[src/rtl/alu_sequencer_if.sv]
// Request/response channel between instruction decode and the ALU sequencer.
interface alu_sequencer_if;
  localparam int unsigned DataW = 32;
  localparam int unsigned OpW   = 3;

  logic             reqValid;
  logic             reqReady;
  logic [OpW-1:0]   reqOp;
  logic             reqSetFlags;
  logic [DataW-1:0] reqA;
  logic [DataW-1:0] reqB;
  logic [DataW-1:0] reqAHi;
  logic [DataW-1:0] reqBHi;
  logic             rspValid;
  logic             rspReady;
  logic [DataW-1:0] rspResult;
  logic [DataW-1:0] rspResultHi;
  logic             rspErr;

  modport master (
    output reqValid, reqOp, reqSetFlags, reqA, reqB, reqAHi, reqBHi, rspReady,
    input  reqReady, rspValid, rspResult, rspResultHi, rspErr
  );

  modport slave (
    input  reqValid, reqOp, reqSetFlags, reqA, reqB, reqAHi, reqBHi, rspReady,
    output reqReady, rspValid, rspResult, rspResultHi, rspErr
  );
endinterface

[src/rtl/alu_sequencer.sv]
// Sequences the shared 32-bit ALU for single-word and two-pass 64-bit ops,
// captures results/flags and owns the architectural status register.
module alu_sequencer (
  input  logic        clk,
  input  logic        reset,
  alu_sequencer_if.slave bus,
  output logic [31:0] aluA,
  output logic [31:0] aluB,
  output logic [1:0]  aluCtrl,
  output logic        aluCin,
  input  logic [31:0] aluBusOut,
  input  logic        aluCarryOut,
  input  logic        flagZ,
  input  logic        flagO,
  input  logic        flagC,
  input  logic        flagN,
  output logic        statusZ,
  output logic        statusO,
  output logic        statusC,
  output logic        statusN
);
  localparam int unsigned DataW = 32;
  localparam int unsigned OpW   = 3;

  localparam logic [OpW-1:0] OpAdd   = 3'b000;
  localparam logic [OpW-1:0] OpSub   = 3'b001;
  localparam logic [OpW-1:0] OpAdc   = 3'b010;
  localparam logic [OpW-1:0] OpCmp   = 3'b011;
  localparam logic [OpW-1:0] OpAdd64 = 3'b100;
  localparam logic [OpW-1:0] OpSub64 = 3'b101;

  typedef enum logic [2:0] {IDLE, EXEC, LO, HI, RESP} state_t;

  state_t           state, nextState;
  logic             accept, isSub, updFlags;
  logic [OpW-1:0]   opNext, opReg;
  logic             setFlagsReg, loZ;
  logic [DataW-1:0] aHiReg, bHiReg;
  logic [DataW-1:0] aluANext, aluBNext;
  logic [1:0]       aluCtrlNext;
  logic             aluCinNext;

  assign bus.reqReady = (state == IDLE) && !reset;
  assign accept       = bus.reqValid && bus.reqReady;
  assign updFlags     = setFlagsReg || (opReg == OpCmp);

  // Next state plus the ALU drive for the pass that the next state performs.
  always_comb begin
    nextState   = state;
    aluANext    = '0;
    aluBNext    = '0;
    aluCtrlNext = 2'b00;
    aluCinNext  = 1'b0;
    opNext      = (state == IDLE) ? bus.reqOp : opReg;
    isSub       = (opNext == OpSub) || (opNext == OpCmp) || (opNext == OpSub64);

    case (state)
      IDLE: begin
        if (accept) begin
          case (bus.reqOp)
            OpAdd, OpSub, OpAdc, OpCmp: nextState = EXEC;
            OpAdd64, OpSub64:           nextState = LO;
            default:                    nextState = RESP;
          endcase
        end
      end
      EXEC:    nextState = RESP;
      LO:      nextState = HI;
      HI:      nextState = RESP;
      RESP:    if (bus.rspReady) nextState = IDLE;
      default: nextState = IDLE;
    endcase

    case (nextState)
      EXEC: begin
        aluANext    = bus.reqA;
        aluBNext    = bus.reqB;
        aluCtrlNext = {1'b0, isSub};
        aluCinNext  = (opNext == OpAdc) ? statusC : isSub;
      end
      LO: begin
        aluANext    = bus.reqA;
        aluBNext    = bus.reqB;
        aluCtrlNext = {1'b0, isSub};
        aluCinNext  = isSub;
      end
      HI: begin
        // carry-in of the high pass is the low-pass carry-out (loC)
        aluANext    = aHiReg;
        aluBNext    = bHiReg;
        aluCtrlNext = {1'b0, isSub};
        aluCinNext  = aluCarryOut;
      end
      default: ;
    endcase
  end

  always_ff @(posedge clk) begin
    if (reset) begin
      state           <= IDLE;
      aluA            <= '0;
      aluB            <= '0;
      aluCtrl         <= 2'b00;
      aluCin          <= 1'b0;
      opReg           <= '0;
      setFlagsReg     <= 1'b0;
      aHiReg          <= '0;
      bHiReg          <= '0;
      loZ             <= 1'b0;
      bus.rspValid    <= 1'b0;
      bus.rspErr      <= 1'b0;
      bus.rspResult   <= '0;
      bus.rspResultHi <= '0;
      statusZ         <= 1'b0;
      statusO         <= 1'b0;
      statusC         <= 1'b0;
      statusN         <= 1'b0;
    end else begin
      state        <= nextState;
      aluA         <= aluANext;
      aluB         <= aluBNext;
      aluCtrl      <= aluCtrlNext;
      aluCin       <= aluCinNext;
      bus.rspValid <= (nextState == RESP);
      case (state)
        IDLE: begin
          if (accept) begin
            opReg           <= bus.reqOp;
            setFlagsReg     <= bus.reqSetFlags;
            aHiReg          <= bus.reqAHi;
            bHiReg          <= bus.reqBHi;
            bus.rspErr      <= (nextState == RESP);
            bus.rspResult   <= '0;
            bus.rspResultHi <= '0;
          end
        end
        EXEC: begin
          bus.rspResult <= (opReg == OpCmp) ? '0 : aluBusOut;
          if (updFlags) begin
            statusZ <= flagZ;
            statusO <= flagO;
            statusC <= flagC;
            statusN <= flagN;
          end
        end
        LO: begin
          bus.rspResult <= aluBusOut;
          loZ           <= flagZ;
        end
        HI: begin
          // 64-bit zero needs both halves zero; N/O/C come from the high word
          bus.rspResultHi <= aluBusOut;
          if (updFlags) begin
            statusZ <= loZ & flagZ;
            statusO <= flagO;
            statusC <= flagC;
            statusN <= flagN;
          end
        end
        default: ;
      endcase
    end
  end
endmodule

[src/flat_wrapper.sv]
// flat-port wrapper written by rule: the top's interface ports become plain ports
module alu_sequencer_flat 
  (clk, reset, aluA, aluB, aluCtrl, aluCin, aluBusOut, aluCarryOut, flagZ, flagO, flagC, flagN, statusZ, statusO, statusC, statusN, bus_reqValid, bus_reqOp, bus_reqSetFlags, bus_reqA, bus_reqB, bus_reqAHi, bus_reqBHi, bus_rspReady, bus_reqReady, bus_rspValid, bus_rspResult, bus_rspResultHi, bus_rspErr);
  alu_sequencer_if bus_i ();
  input  logic clk;
  input  logic reset;
  output logic [31:0] aluA;
  output logic [31:0] aluB;
  output logic [1:0] aluCtrl;
  output logic aluCin;
  input  logic [31:0] aluBusOut;
  input  logic aluCarryOut;
  input  logic flagZ;
  input  logic flagO;
  input  logic flagC;
  input  logic flagN;
  output logic statusZ;
  output logic statusO;
  output logic statusC;
  output logic statusN;
  input wire logic [$bits(bus_i.reqValid)-1:0] bus_reqValid;
  input wire logic [$bits(bus_i.reqOp)-1:0] bus_reqOp;
  input wire logic [$bits(bus_i.reqSetFlags)-1:0] bus_reqSetFlags;
  input wire logic [$bits(bus_i.reqA)-1:0] bus_reqA;
  input wire logic [$bits(bus_i.reqB)-1:0] bus_reqB;
  input wire logic [$bits(bus_i.reqAHi)-1:0] bus_reqAHi;
  input wire logic [$bits(bus_i.reqBHi)-1:0] bus_reqBHi;
  input wire logic [$bits(bus_i.rspReady)-1:0] bus_rspReady;
  output wire logic [$bits(bus_i.reqReady)-1:0] bus_reqReady;
  output wire logic [$bits(bus_i.rspValid)-1:0] bus_rspValid;
  output wire logic [$bits(bus_i.rspResult)-1:0] bus_rspResult;
  output wire logic [$bits(bus_i.rspResultHi)-1:0] bus_rspResultHi;
  output wire logic [$bits(bus_i.rspErr)-1:0] bus_rspErr;
  assign bus_i.reqValid = bus_reqValid;
  assign bus_i.reqOp = bus_reqOp;
  assign bus_i.reqSetFlags = bus_reqSetFlags;
  assign bus_i.reqA = bus_reqA;
  assign bus_i.reqB = bus_reqB;
  assign bus_i.reqAHi = bus_reqAHi;
  assign bus_i.reqBHi = bus_reqBHi;
  assign bus_i.rspReady = bus_rspReady;
  assign bus_reqReady = bus_i.reqReady;
  assign bus_rspValid = bus_i.rspValid;
  assign bus_rspResult = bus_i.rspResult;
  assign bus_rspResultHi = bus_i.rspResultHi;
  assign bus_rspErr = bus_i.rspErr;
  alu_sequencer u_core (.clk(clk), .reset(reset), .bus(bus_i), .aluA(aluA), .aluB(aluB), .aluCtrl(aluCtrl), .aluCin(aluCin), .aluBusOut(aluBusOut), .aluCarryOut(aluCarryOut), .flagZ(flagZ), .flagO(flagO), .flagC(flagC), .flagN(flagN), .statusZ(statusZ), .statusO(statusO), .statusC(statusC), .statusN(statusN));
endmodule
[config.mk]
export PLATFORM = sky130hd
export DESIGN_NAME = alu_sequencer_flat
export DESIGN_NICKNAME = d
export VERILOG_FILES = /design/src/rtl/alu_sequencer_if.sv /design/src/rtl/alu_sequencer.sv /design/src/flat_wrapper.sv
export SDC_FILE = /design/constraint.sdc
export NUM_CORES = 1
export LEC_CHECK = 0
export BUFFER_PORTS_ARGS = -buffer_cell sky130_fd_sc_hd__buf_2
export CORE_UTILIZATION = 40
export CTS_CLUSTER_SIZE = 40
export DETAILED_ROUTE_END_ITERATION = 8
export PLACE_DENSITY = 0.74
export SETUP_SLACK_MARGIN = 0.15
export SLEW_MARGIN = 0
export SYNTH_ARGS = -nofsm -noshare
export SYNTH_HDL_FRONTEND = slang
export SYNTH_SLANG_ARGS = --single-unit
[constraint.sdc]
create_clock -name clk -period 1.75 [get_ports clk]
set_input_delay 0 -clock clk [delete_from_list [all_inputs] [get_ports clk]]
set_output_delay 0 -clock clk [all_outputs]
set_load 0.05 [all_outputs]
==> results.toml <==
[status]
status = "completed"

[routing]
drt_iter0_drc = 472
avgRoutedWirePerCell_um = 17.6
via_per_inst = 5.25
drtPass1Iterations = 5
wl_met1_um = 10500
top_layer = "met4"
final_antenna_net_count = 0
dr_wl_met3_um = 2050
num_vias = 8162
drc_errors = 0
drt_wl_total_um = 27300
met2WireLength_um = 13300

[power_and_ir_drop]
power_density_nw_per_um2 = 938
power_mw = 11.4
p_leak_nw = 5.49
p_comb_frac = 0.147
power_frac_clock = 0.413
p_int_mw = 8.52
sw_frac_of_total = 0.255
max-vdd-ir-drop_v = 0.000659
seqPwrFrac = 0.441
p_switching_mw = 2.91

[grt]
antenna_found_initial = 3
globalRouteOverflowTotal = 0
grtUsageTotal = 0.264
grt_pass1_wl_um = 41600
grt_pass1_vias = 8188
grt_max_degree = 88

[timing]
slew_violations = 0
fmax_ghz = 0.613
hold_violations = 0
setup_slack_ps = 118
timing.hold.ws_ps = 204
post-route-min-period_ps = 1630
min_period_over_period = 0.933
fin_tns_setup_ps = 0
fin_skew_ps = 10.7
worst_slew_margin_rel = 0.463
setup_violations = 0
rsz0062_at_grt = "true"
tightest_slew_ps = 806

[synth]
syn_avg_cell_area_um2 = 9.08
synth-seq-area-share = 0.548
ys_ff_latch = 208
synth.distinct_cells = 35
syn_nets = 1009
netlist_area_um2 = 7590
async_flop_share = 0
syn_inst = 836
yosysWarnings = 0
synth_edf_count = 0
synth_ff_type = "dfxtp_1"

[floorplanning]
num_rows = 50
dieArea_um2 = 19500
fp.dieW_um = 140
die_y_um = 140
core_um2 = 18600
pin_count = 311
start_util = 0.407

[cts]
cts_tree = "built"
cts_made_buffers = 23
ctsRootBufferMaster = "clkbuf_16"
cts_buffer_depth = 3
cts_sinks = 208
cts.reportedPaths.clkPinSlew_ps = 60
htreeDepth = 1
clock_latency_ps = 510

[setup_path]
startpoint_type = "register"
required_ps = 2200
worst_ep_arrival_time_ps = 2080
cp_slowest_cell = "or3_4"
cp_max_fo = 22
end_kind = "register"
max_stage_delay_ps = 420
crit_type = "reg -> reg"
crit_chain = "or3_4, nor3b_4, buf_6, o21ai_4, buf_12, nor2_2"

[placed_design]
post-place-ws_ps = 54.9
port_buffers = 309
dp_hpwl_um = 14800
place.gp.congestion = 0.794

[cells_and_area]
syn_to_final_growth_pct = 60.6
final_layout_size_suffix_gt1_frac = 0.338
nNetsFinal = 1479
fillCellCount = 1411

[hold_path]
holdCritPathClass = "in -> reg"

[flow_run]
drv_cap = 0
[metrics by stage]
step	area (µm²)	utilization	std cells
2_1_floorplan	7600	-	836
3_3_place_gp	9400	0.504	1328
3_5_place_dp	9400	0.504	1328
4_1_cts	11900	0.641	1543
5_1_grt	12200	0.654	1555
6_report	12200	0.654	1555
[critical path: cells and delay by family, from the launching register on]
family | cells | cell delay [ps]
DFF | 1 | 310
and+or+nand+nor | 3 | 760
AOI/OAI and AO/OA | 1 | 110
buffers and inverters | 2 | 360
[Yosys cell counts (2+ instances only)]
master | number | share of area
a21oi_1 | 39 | 0.026
a22oi_1 | 65 | 0.064
a32oi_1 | 32 | 0.037
and2_1 | 4 | 0.0033
buf_1 | 3 | 0.0015
buf_2 | 16 | 0.011
buf_4 | 10 | 0.0099
buf_6 | 5 | 0.0074
clkbuf_1 | 41 | 0.020
dfxtp_1 | 208 | 0.55
inv_1 | 2 | 0.00099
mux2i_1 | 4 | 0.0053
nand2_1 | 172 | 0.085
nand2b_1 | 5 | 0.0041
nand3_1 | 33 | 0.022
nand3b_1 | 66 | 0.065
nor2_1 | 64 | 0.032
nor2_2 | 40 | 0.033
nor2b_1 | 3 | 0.0025
nor3b_2 | 2 | 0.0033
nor4_1 | 2 | 0.0016
o21ai_0 | 5 | 0.0033
o21ai_1 | 3 | 0.0020
[worst paths after layout]
path                                      start  depth (start not counted)  slack (ps)           endpoint
worst max-delay path            u_core.state[1]                          6         120     u_core.aluB[6]
worst min-delay path             bus_reqBHi[14]                          4         200  u_core.bHiReg[14]
worst max register to register  u_core.state[1]                          6         120     u_core.aluB[6]
worst min register to register   u_core.statusZ                          2         460     u_core.statusZ
[kinds of logic after synthesis]
logic type | after synthesis | share of synthesized area
buffers and inverters | 77 | 0.0506
AOI/OAI and AO/OA | 146 | 0.134
and+or+nand+nor | 399 | 0.260
muxes | 4 | 0.00527
DFF | 208 | 0.548
xor gates and xnor gates | 1 | 0.00115
other | 1 | 0.000494
[sequential cells by signal, summed over array words and instances (netlist names), 3 cells and up]
name / flops
u_core.aHiReg: 32
u_core.aluA: 32
u_core.aluB: 32
u_core.bHiReg: 32
u_core.bus.rspResult: 32
u_core.bus.rspResultHi: 32
u_core.opReg: 3
u_core.state: 3
[metal layers]
| metal | GRT usage | vias up |
|---|---|---|
| li1 | - | 3801 |
| met1 | 0.297 | 3807 |
| met2 | 0.454 | 432 |
| met3 | 0.0678 | 122 |
| met4 | 0.149 | 0 |
| met5 | 0 | - |
[repair_timing]
action | CTS | global route
buffers inserted | 5 | 4
resized for setup | 8 | 25
endpoints found under the setup margin | 135 | 186
pin swaps | 2 | 6
hold buffers | 172 | 0
cloned | 1 | 5
endpoints found under the hold margin | 207 | 0
[power groups by stage]
stage | combinational (mW) | sequential [mW] | clock, mW
after floorplan | 0.557 | 5.28 | 0
after global placement | 1.17 | 5.12 | 0
after detailed placement | 1.18 | 5.13 | 0
after CTS | 1.52 | 5.03 | 4.80
after global routing | 1.78 | 5.05 | 4.99
final | 1.68 | 5.04 | 4.72
[final cells by class]
| class | instances | area, µm² | area share |
|---|---|---|---|
| Inverter | 2 | 7.51 | 0.000616 |
| Sequential cell | 208 | 4170 | 0.342 |
| Antenna cell | 3 | 7.51 | 0.000616 |
| Multi-Input combinational cell | 551 | 3180 | 0.261 |
| Timing Repair Buffer | 520 | 3810 | 0.313 |
| Clock inverter | 8 | 96.3 | 0.00790 |
| Clock buffer | 29 | 628 | 0.0515 |
| Tap cell | 234 | 293 | 0.0240 |
[cell usage in the layout (no fill, tap or decap), types with 2 or more instances in the layout]
cell type      Yosys  routed
clkinv_2           0       4
buf_6              5       9
dfxtp_1          208     207
clkbuf_16          0      26
buf_4             10      15
mux2i_1            4       4
and2_1             4       3
clkbuf_8           0       3
bufinv_16          0       2
buf_2             16     308
buf_12             0      11
inv_1              2       2
nand2b_1           5       5
nor4_1             2       2
nor2b_1            3       2
nand2_1          172     171
a32oi_1           32      22
o21ai_0            5       5
a21oi_1           39      39
a32oi_2            0      10
nand3b_1          66      66
nor2_1            64      63
dlygate4sd3_1      0     172
clkbuf_1          41       3
a22oi_1           65      64
nor2_2            40      41
nand3_1           33      33
nor3b_4            0       2
diode_2            0       3
Note: power is estimated with default switching activity, not from simulation.
